==> src/rtl/router_input_queue_if.sv <==
// -----------------------------------------------------------------------------
// router_input_queue_if
//   AXI-Stream flit channel used between NoC router stages.
//   master: drives tvalid and the flit payload, samples tready.
//   slave : samples tvalid and the flit payload, drives tready.
//   Signals: tvalid, tdata[DATA_WIDTH], tid[ID_WIDTH], tdest[DEST_WIDTH],
//            tuser[USER_WIDTH], tlast, tready.
// -----------------------------------------------------------------------------
interface router_input_queue_if #(
  parameter int DATA_WIDTH = 32,
  parameter int ID_WIDTH   = 4,
  parameter int DEST_WIDTH = 4,
  parameter int USER_WIDTH = 4
);
  logic                  tvalid;
  logic [DATA_WIDTH-1:0] tdata;
  logic [ID_WIDTH-1:0]   tid;
  logic [DEST_WIDTH-1:0] tdest;
  logic [USER_WIDTH-1:0] tuser;
  logic                  tlast;
  logic                  tready;

  modport master (
    output tvalid, tdata, tid, tdest, tuser, tlast,
    input  tready
  );

  modport slave (
    input  tvalid, tdata, tid, tdest, tuser, tlast,
    output tready
  );
endinterface

==> src/rtl/router_input_queue.sv <==
// -----------------------------------------------------------------------------
// router_input_queue
//   Per-port ingress stage of the AXI-Stream NoC router. Buffers incoming
//   flits in a small FIFO, decodes the routing-header flit into target X/Y
//   coordinates that stay fixed until the packet's TLAST flit leaves, and
//   drops body flits that arrive without a preceding header.
//
// Ports:
//   clk_i         clock
//   rst_i         synchronous, active-high reset
//   in_if         upstream flit channel (slave)
//   out_if        flit channel to the routing stage (master)
//   target_x_o    destination X of the current packet
//   target_y_o    destination Y of the current packet
//   stray_flit_o  one-cycle pulse per dropped headerless flit
//
// Optional build macro ROUTER_INPUT_QUEUE_STATS_EN adds:
//   occupancy_o   current number of buffered flits
//   pkt_count_o   16-bit wrapping count of forwarded TLAST flits
// -----------------------------------------------------------------------------
module router_input_queue #(
  parameter int DATA_WIDTH    = 32,
  parameter int ID_WIDTH      = 4,
  parameter int DEST_WIDTH    = 4,
  parameter int USER_WIDTH    = 4,
  parameter int FIFO_DEPTH    = 4,
  parameter int MAX_ROUTERS_X = 4,
  parameter int MAX_ROUTERS_Y = 4,
  parameter logic [ID_WIDTH-1:0] ROUTING_HEADER = '1,
  localparam int MAX_ROUTERS_X_WIDTH = $clog2(MAX_ROUTERS_X),
  localparam int MAX_ROUTERS_Y_WIDTH = $clog2(MAX_ROUTERS_Y),
  localparam int PTR_W = $clog2(FIFO_DEPTH),
  localparam int CNT_W = PTR_W + 1
) (
  input  logic                           clk_i,
  input  logic                           rst_i,
  router_input_queue_if.slave            in_if,
  router_input_queue_if.master           out_if,
  output logic [MAX_ROUTERS_X_WIDTH-1:0] target_x_o,
  output logic [MAX_ROUTERS_Y_WIDTH-1:0] target_y_o,
  output logic                           stray_flit_o
`ifdef ROUTER_INPUT_QUEUE_STATS_EN
  ,
  output logic [CNT_W-1:0]               occupancy_o,
  output logic [15:0]                    pkt_count_o
`endif
);

  typedef struct packed {
    logic [DATA_WIDTH-1:0] tdata;
    logic [ID_WIDTH-1:0]   tid;
    logic [DEST_WIDTH-1:0] tdest;
    logic [USER_WIDTH-1:0] tuser;
    logic                  tlast;
  } flit_t;

  typedef enum logic {
    S_HEAD = 1'b0,
    S_BODY = 1'b1
  } state_t;

  // Header coordinate extraction: X in the low bits, Y directly above it.
  function automatic logic [MAX_ROUTERS_X_WIDTH-1:0] decode_x(
    input logic [DATA_WIDTH-1:0] d
  );
    return d[MAX_ROUTERS_X_WIDTH-1:0];
  endfunction

  function automatic logic [MAX_ROUTERS_Y_WIDTH-1:0] decode_y(
    input logic [DATA_WIDTH-1:0] d
  );
    return d[MAX_ROUTERS_X_WIDTH +: MAX_ROUTERS_Y_WIDTH];
  endfunction

  flit_t                          mem [FIFO_DEPTH];
  logic [PTR_W-1:0]               wr_ptr;
  logic [PTR_W-1:0]               rd_ptr;
  logic [CNT_W-1:0]               count;
  state_t                         state;
  logic [MAX_ROUTERS_X_WIDTH-1:0] tgt_x_q;
  logic [MAX_ROUTERS_Y_WIDTH-1:0] tgt_y_q;
  logic                           stray_p1;

  flit_t                          in_flit;
  flit_t                          head_p0;
  logic                           head_hdr;
  logic                           empty;
  logic                           in_rdy;
  logic                           push;
  logic                           pop;
  logic                           drop;
  logic                           vld_p0;
  logic [MAX_ROUTERS_X_WIDTH-1:0] tgt_x;
  logic [MAX_ROUTERS_Y_WIDTH-1:0] tgt_y;

  // ---- ingress: write side of the FIFO ----
  assign in_flit = '{tdata: in_if.tdata, tid: in_if.tid, tdest: in_if.tdest,
                     tuser: in_if.tuser, tlast: in_if.tlast};

  // Ready looks only at the registered count, so a pop while full never
  // opens a same-cycle push slot.
  assign in_rdy      = (count != CNT_W'(FIFO_DEPTH));
  assign in_if.tready = in_rdy;
  assign push        = in_if.tvalid && in_rdy;

  // Payload storage carries no reset; the pointers define what is valid.
  always_ff @(posedge clk_i) begin
    if (push) begin
      mem[wr_ptr] <= in_flit;
    end
  end

  // ---- stage p0: head of queue, header decode and pop decision ----
  assign head_p0  = mem[rd_ptr];
  assign empty    = (count == '0);
  assign head_hdr = (head_p0.tid == ROUTING_HEADER);

  always_comb begin
    vld_p0 = 1'b0;
    pop    = 1'b0;
    drop   = 1'b0;
    tgt_x  = tgt_x_q;
    tgt_y  = tgt_y_q;
    unique case (state)
      S_HEAD: begin
        if (!empty) begin
          if (head_hdr) begin
            // Targets bypass the registers so the routing stage can pick a
            // port in the same cycle the header is offered.
            vld_p0 = 1'b1;
            tgt_x  = decode_x(head_p0.tdata);
            tgt_y  = decode_y(head_p0.tdata);
            pop    = out_if.tready;
          end else begin
            // Headerless flit: discard without offering it downstream.
            drop = 1'b1;
            pop  = 1'b1;
          end
        end
      end
      S_BODY: begin
        vld_p0 = !empty;
        pop    = vld_p0 && out_if.tready;
      end
      default: begin
        vld_p0 = 1'b0;
      end
    endcase
  end

  assign out_if.tvalid = vld_p0;
  assign out_if.tdata  = head_p0.tdata;
  assign out_if.tid    = head_p0.tid;
  assign out_if.tdest  = head_p0.tdest;
  assign out_if.tuser  = head_p0.tuser;
  assign out_if.tlast  = head_p0.tlast;

  assign target_x_o = tgt_x;
  assign target_y_o = tgt_y;

  // ---- stage p1: pointer/count/FSM update and registered drop pulse ----
  always_ff @(posedge clk_i) begin
    if (rst_i) begin
      wr_ptr   <= '0;
      rd_ptr   <= '0;
      count    <= '0;
      state    <= S_HEAD;
      tgt_x_q  <= '0;
      tgt_y_q  <= '0;
      stray_p1 <= 1'b0;
    end else begin
      if (push) begin
        wr_ptr <= wr_ptr + PTR_W'(1);
      end
      if (pop) begin
        rd_ptr <= rd_ptr + PTR_W'(1);
      end
      unique case ({push, pop})
        2'b10:   count <= count + CNT_W'(1);
        2'b01:   count <= count - CNT_W'(1);
        default: count <= count;
      endcase

      stray_p1 <= drop;

      if (pop && !drop) begin
        unique case (state)
          S_HEAD: begin
            tgt_x_q <= decode_x(head_p0.tdata);
            tgt_y_q <= decode_y(head_p0.tdata);
            if (!head_p0.tlast) begin
              state <= S_BODY;
            end
          end
          S_BODY: begin
            if (head_p0.tlast) begin
              state <= S_HEAD;
            end
          end
          default: state <= S_HEAD;
        endcase
      end
    end
  end

  assign stray_flit_o = stray_p1;

`ifdef ROUTER_INPUT_QUEUE_STATS_EN
  logic [15:0] pkt_cnt_q;

  // Only forwarded packet ends count; dropped strays never reach here.
  always_ff @(posedge clk_i) begin
    if (rst_i) begin
      pkt_cnt_q <= '0;
    end else if (pop && !drop && head_p0.tlast) begin
      pkt_cnt_q <= pkt_cnt_q + 16'd1;
    end
  end

  assign occupancy_o = count;
  assign pkt_count_o = pkt_cnt_q;
`endif

endmodule

==> src/flat_wrapper.sv <==
// flat-port wrapper written by rule: the top's interface ports become plain ports
module router_input_queue_flat 
#(
  parameter int DATA_WIDTH    = 32,
  parameter int ID_WIDTH      = 4,
  parameter int DEST_WIDTH    = 4,
  parameter int USER_WIDTH    = 4,
  parameter int FIFO_DEPTH    = 4,
  parameter int MAX_ROUTERS_X = 4,
  parameter int MAX_ROUTERS_Y = 4,
  parameter logic [ID_WIDTH-1:0] ROUTING_HEADER = '1,
  localparam int MAX_ROUTERS_X_WIDTH = $clog2(MAX_ROUTERS_X),
  localparam int MAX_ROUTERS_Y_WIDTH = $clog2(MAX_ROUTERS_Y),
  localparam int PTR_W = $clog2(FIFO_DEPTH),
  localparam int CNT_W = PTR_W + 1
)
  (clk_i, rst_i, target_x_o, target_y_o, stray_flit_o, in_if_tvalid, in_if_tdata, in_if_tid, in_if_tdest, in_if_tuser, in_if_tlast, in_if_tready, out_if_tvalid, out_if_tdata, out_if_tid, out_if_tdest, out_if_tuser, out_if_tlast, out_if_tready);
  router_input_queue_if #(.DATA_WIDTH(DATA_WIDTH), .ID_WIDTH(ID_WIDTH), .DEST_WIDTH(DEST_WIDTH), .USER_WIDTH(USER_WIDTH)) in_if_i ();
  router_input_queue_if #(.DATA_WIDTH(DATA_WIDTH), .ID_WIDTH(ID_WIDTH), .DEST_WIDTH(DEST_WIDTH), .USER_WIDTH(USER_WIDTH)) out_if_i ();
  input  logic clk_i;
  input  logic rst_i;
  output logic [MAX_ROUTERS_X_WIDTH-1:0] target_x_o;
  output logic [MAX_ROUTERS_Y_WIDTH-1:0] target_y_o;
  output logic stray_flit_o;
  input wire logic [$bits(in_if_i.tvalid)-1:0] in_if_tvalid;
  input wire logic [$bits(in_if_i.tdata)-1:0] in_if_tdata;
  input wire logic [$bits(in_if_i.tid)-1:0] in_if_tid;
  input wire logic [$bits(in_if_i.tdest)-1:0] in_if_tdest;
  input wire logic [$bits(in_if_i.tuser)-1:0] in_if_tuser;
  input wire logic [$bits(in_if_i.tlast)-1:0] in_if_tlast;
  output wire logic [$bits(in_if_i.tready)-1:0] in_if_tready;
  output wire logic [$bits(out_if_i.tvalid)-1:0] out_if_tvalid;
  output wire logic [$bits(out_if_i.tdata)-1:0] out_if_tdata;
  output wire logic [$bits(out_if_i.tid)-1:0] out_if_tid;
  output wire logic [$bits(out_if_i.tdest)-1:0] out_if_tdest;
  output wire logic [$bits(out_if_i.tuser)-1:0] out_if_tuser;
  output wire logic [$bits(out_if_i.tlast)-1:0] out_if_tlast;
  input wire logic [$bits(out_if_i.tready)-1:0] out_if_tready;
  assign in_if_i.tvalid = in_if_tvalid;
  assign in_if_i.tdata = in_if_tdata;
  assign in_if_i.tid = in_if_tid;
  assign in_if_i.tdest = in_if_tdest;
  assign in_if_i.tuser = in_if_tuser;
  assign in_if_i.tlast = in_if_tlast;
  assign in_if_tready = in_if_i.tready;
  assign out_if_tvalid = out_if_i.tvalid;
  assign out_if_tdata = out_if_i.tdata;
  assign out_if_tid = out_if_i.tid;
  assign out_if_tdest = out_if_i.tdest;
  assign out_if_tuser = out_if_i.tuser;
  assign out_if_tlast = out_if_i.tlast;
  assign out_if_i.tready = out_if_tready;
  router_input_queue #(.DATA_WIDTH(DATA_WIDTH), .ID_WIDTH(ID_WIDTH), .DEST_WIDTH(DEST_WIDTH), .USER_WIDTH(USER_WIDTH), .FIFO_DEPTH(FIFO_DEPTH), .MAX_ROUTERS_X(MAX_ROUTERS_X), .MAX_ROUTERS_Y(MAX_ROUTERS_Y), .ROUTING_HEADER(ROUTING_HEADER)) u_core (.clk_i(clk_i), .rst_i(rst_i), .in_if(in_if_i), .out_if(out_if_i), .target_x_o(target_x_o), .target_y_o(target_y_o), .stray_flit_o(stray_flit_o));
endmodule
==> config.mk <==
export PLATFORM = sky130hd
export DESIGN_NAME = router_input_queue_flat
export DESIGN_NICKNAME = d
export VERILOG_FILES = /design/src/rtl/router_input_queue_if.sv /design/src/rtl/router_input_queue.sv /design/src/flat_wrapper.sv
export SDC_FILE = /design/constraint.sdc
export NUM_CORES = 1
export LEC_CHECK = 0
export ABC_AREA = 1
export CORE_MARGIN = 10
export CORE_UTILIZATION = 45
export DETAILED_ROUTE_END_ITERATION = 7
export PLACE_DENSITY = 0.67
export SETUP_SLACK_MARGIN = 0.05
export SYNTH_ARGS = -nofsm -noshare
export SYNTH_HDL_FRONTEND = slang
export SYNTH_SLANG_ARGS = --single-unit
==> constraint.sdc <==
create_clock -name clk_i -period 7.4 [get_ports clk_i]
set_clock_uncertainty 0.2 [all_clocks]
set_input_delay 1.85 -clock clk_i [delete_from_list [all_inputs] [get_ports clk_i]]
set_output_delay 1.85 -clock clk_i [all_outputs]
set_load 0.005 [all_outputs]
==> impl.org <==
** Worst setup path
- Type of the setup path with the least slack :: register to output port
- Arrival time reported for the critical path endpoint :: about 3400 ps
- STA classifies the critical path startpoint as a register.
- Setup slack on the worst reg-to-reg path comes out at 3690 ps.
- Maximum fanout count along the critical path :: 50
- Element type at the critical path end :: output port
- Worst EP required :: between 5000 and 6000 ps

** Drt
- Number of design rule violations left after detail routing :: 0
- Total wire length :: around 16 mm
- For this run, the detailed router's first-pass iteration total came to 4.
- Starting DRT DRC Count :: approximately 380
- In the routed layout, each cell is associated on average with a via count of 5.23.
- Antenna violation net count after detailed routing :: 0
- Avg WL per Cell :: approximately 18 µm
- The routed layout has about 4,600 vias.

** Floorplan
- For this configuration, the core starts out at a cell density of between 40 and 50%.
- Area inside the core boundary :: about 16,000 µm²
- Die width :: about 150 µm
- After floorplanning, the core was divided into between 40 and 50 placement rows.
- Top-level port count :: 101
- Die area :: about 22,000 µm²
- The floorplan step set the die height to roughly 150 µm.

** CTS
- Clock-pin slew was measured on the worst setup and hold paths at about 70 ps.
- Worst skew pair latency :: around 420 ps
- Maximum level of the CTS H-tree :: 4
- Once the clock tree was built, the resizer swapped 0 gates to a different size.
- Number of CTS-inserted buffers :: 17
- Clock Tree Buf Depth :: 2
- The cell sitting at the root of the clock tree is a clkbuf_16.
- Number of hold-repair buffers added at the cts stage :: 0
- Buffers added to address setup during post-CTS repair amount to 0.
- Clock Sinks :: a little under 200
- TritonCTS built the clock tree.

** GRT
- Global routing consumed, over all layers together, between 10% and 20% of the routing resources.
- The total overflow left after global routing is 0.
- Largest net degree at the start of global routing :: just over 90
- Number of antenna violations at the first check in global routing :: 0
- The first global-routing pass estimated about 25 mm of wire.
- The number of global-route vias before repair was around 4,700.

** Cells and area
- Area occupied by registers :: 5710 µm²
- Most frequent standard cell in the layout excluding fill and tap cells :: edfxtp_1
- The repair_antennas step left the layout with diodes totalling 0.
- Synth-to-layout area growth :: 23.7%
- Final net count :: between 700 and 800
- Commonest non-fill, non-tap cells in the layout :: edfxtp_1, clkdlybuf4s50_1, nor2_1
- In the final layout, the multi-input gates occupy around 1600 µm².
- Filler instances :: roughly 1,300
- The post-route netlist has between 8 and 9% of its cells at a drive strength greater than 1.
- Final design utilization :: approximately 56%

** Timing
- For the pin with the worst max-slew slack, the measured transition is between 900 and 1000 ps.
- Across all hold checks on the routed design, the worst slack comes to 290 ps.
- The number of pins exceeding their max-slew limit in the final report is 0.
- Derived from the worst setup path, the maximum achievable clock frequency is around 180 MHz.
- Finish-stage setup viols :: 0
- Unrepaired setup endpoints after global routing :: false
- Measured against its own limit, the worst slew margin works out to a little over a third.
- After layout, the minimum clock period comes to between 5000 and 6000 ps.
- The worst path uses approximately three quarters of the clock period.
- The count of final hold-check violations is 0.
- Accumulated negative setup slack :: 0 ps

** Outcome
- The run finished with clean final reports.

** Placement
- Buffers placed on the I/O ports in this run total 100.
- Routability-driven placement finished with a final weighted congestion of between 0.7 and 0.8.
- Sum of net half-perimeters after detailed placement :: 9.18 mm

** Yosys
- Area fraction in and, or, nand and nor cells after synthesis :: a little under a tenth
- Synth Area in Adders :: 1.10%
- Synthesis instantiated 31 different standard cells from the library.
- After technology mapping, the gate count stands at roughly 550.
- Compound-Gate Fraction of Synth Area :: 10.0%
- Main combinational cell family by area after synthesis :: compound AO/OA/AOI/OAI gates
- Synth Warn # :: 0
- Measured against the total synthesized area, the mux share comes to 0%.
- The synthesized design contains roughly 200 register bits.
- The share of the Yosys chip area taken by registers is around three quarters.
- Nets in the synthesized netlist :: 609
- Xor/xnor cell area share of the yosys netlist :: less than 1%
- Average instance area after synthesis :: between 10 and 15 µm²
- Mapped cell area :: roughly 7500 µm²

** Power
- For this design the ratio of total power to cell area is ~370 nW/µm².
- For this design the static power due to leakage is roughly 3.1 nW.
- The worst-case IR drop observed on VDD is about 0.18 mV.
- Total power :: around 3.5 mW

** Run
- MaxCap Viol Count :: 0

** Min path
- The path class of the tightest hold or removal check is register to register.
-- layer usage --
| metal | routed length [µm] | track usage, % |
|---|---|---|
| met1 | 6710 | 16.8 |
| met2 | 8250 | 25.2 |
| met3 | 707 | 3.52 |
| met4 | 267 | 5.79 |
| met5 | 0 | 0 |
-- cell families after synthesis --
kind of cell	count (synthesis)
flip-flops	195
AND/OR/NAND/NOR	162
AO/OA/AOI/OAI	137
buffers and inverters	53
adder cells (fa/ha/maj)	6
XOR/XNOR	1
-- synthesized netlist by cell type --
cell / count / area share [%]
edfxtp_1: 180 / 72
nor2_1: 92 / 4.6
o21ai_0: 77 / 5.2
nand2_1: 51 / 2.6
o22ai_1: 36 / 3.0
inv_1: 22 / 1.1
clkbuf_1: 16 / 0.80
dfxtp_1: 15 / 4.0
a21oi_1: 13 / 0.87
nand3_1: 9 / 0.60
buf_2: 6 / 0.40
o21ai_1: 6 / 0.40
ha_1: 5 / 0.84
a32oi_1: 4 / 0.47
buf_4: 4 / 0.40
nand2_2: 3 / 0.25
a32o_1: 1 / 0.13
buf_12: 1 / 0.27
buf_6: 1 / 0.15
clkinv_1: 1 / 0.050
fa_1: 1 / 0.27
inv_2: 1 / 0.050
inv_6: 1 / 0.12
nand2_4: 1 / 0.15
nand3_2: 1 / 0.13
nand3_4: 1 / 0.23
nor2_2: 1 / 0.084
nor2_4: 1 / 0.15
nor2_8: 1 / 0.27
nor3_1: 1 / 0.067
xor2_1: 1 / 0.12
-- final timing paths --
path | startpoint | end | cells past startpoint
hold reg to reg | u_core.tgt_x_q[0] | u_core.tgt_x_q[0] | 2
setup reg to reg | register | u_core.count[2] | 15
setup / recovery | register | target_y_o[0] | 7
hold / removal | u_core.tgt_x_q[0] | u_core.tgt_x_q[0] | 2
-- stage by stage --
step | setup slack (ps) | cell area (µm²) | instances
after global placement | 2390 | 8670 | 850
final | 1980 | 9250 | 882
after CTS | 1910 | 9250 | 882
after floorplan | 2840 | 7480 | 554
after global routing | 1610 | 9250 | 882
after detailed placement | 2390 | 8670 | 850
-- final cells by class --
class                   instances  area share, %
well taps                     220           2.97
clock inverters                15           1.70
multi-input cells             306           16.8
flip-flops and latches        195           61.7
repair buffers                104           11.1
inverters                      25           1.07
clock buffers                  17           4.60
-- worst max-delay path, cell delays in order, from the launching register on --
cell and delay [ps]:
dfxtp_2 880, inv_2 590, nand3_1 250, nand2_1 100, nor2_2 180, nand3_4 180, o21ai_0 210, clkdlybuf4s50_1 530
-- flip-flops by register name (all words and copies together) (netlist names), named ones only --
register             flops
u_core.count             3
u_core.mem             180
u_core.rd_ptr            2
u_core.state             1
u_core.stray_flit_o      1
u_core.tgt_x_q           2
u_core.tgt_y_q           2
u_core.wr_ptr            2
-- where the power goes --
group          internal, mW  switching, mW
combinational         0.538          0.572
sequential             1.34          0.126
clock                 0.500          0.391
total                  2.37           1.09
Note: power is estimated with default switching activity, not from simulation.
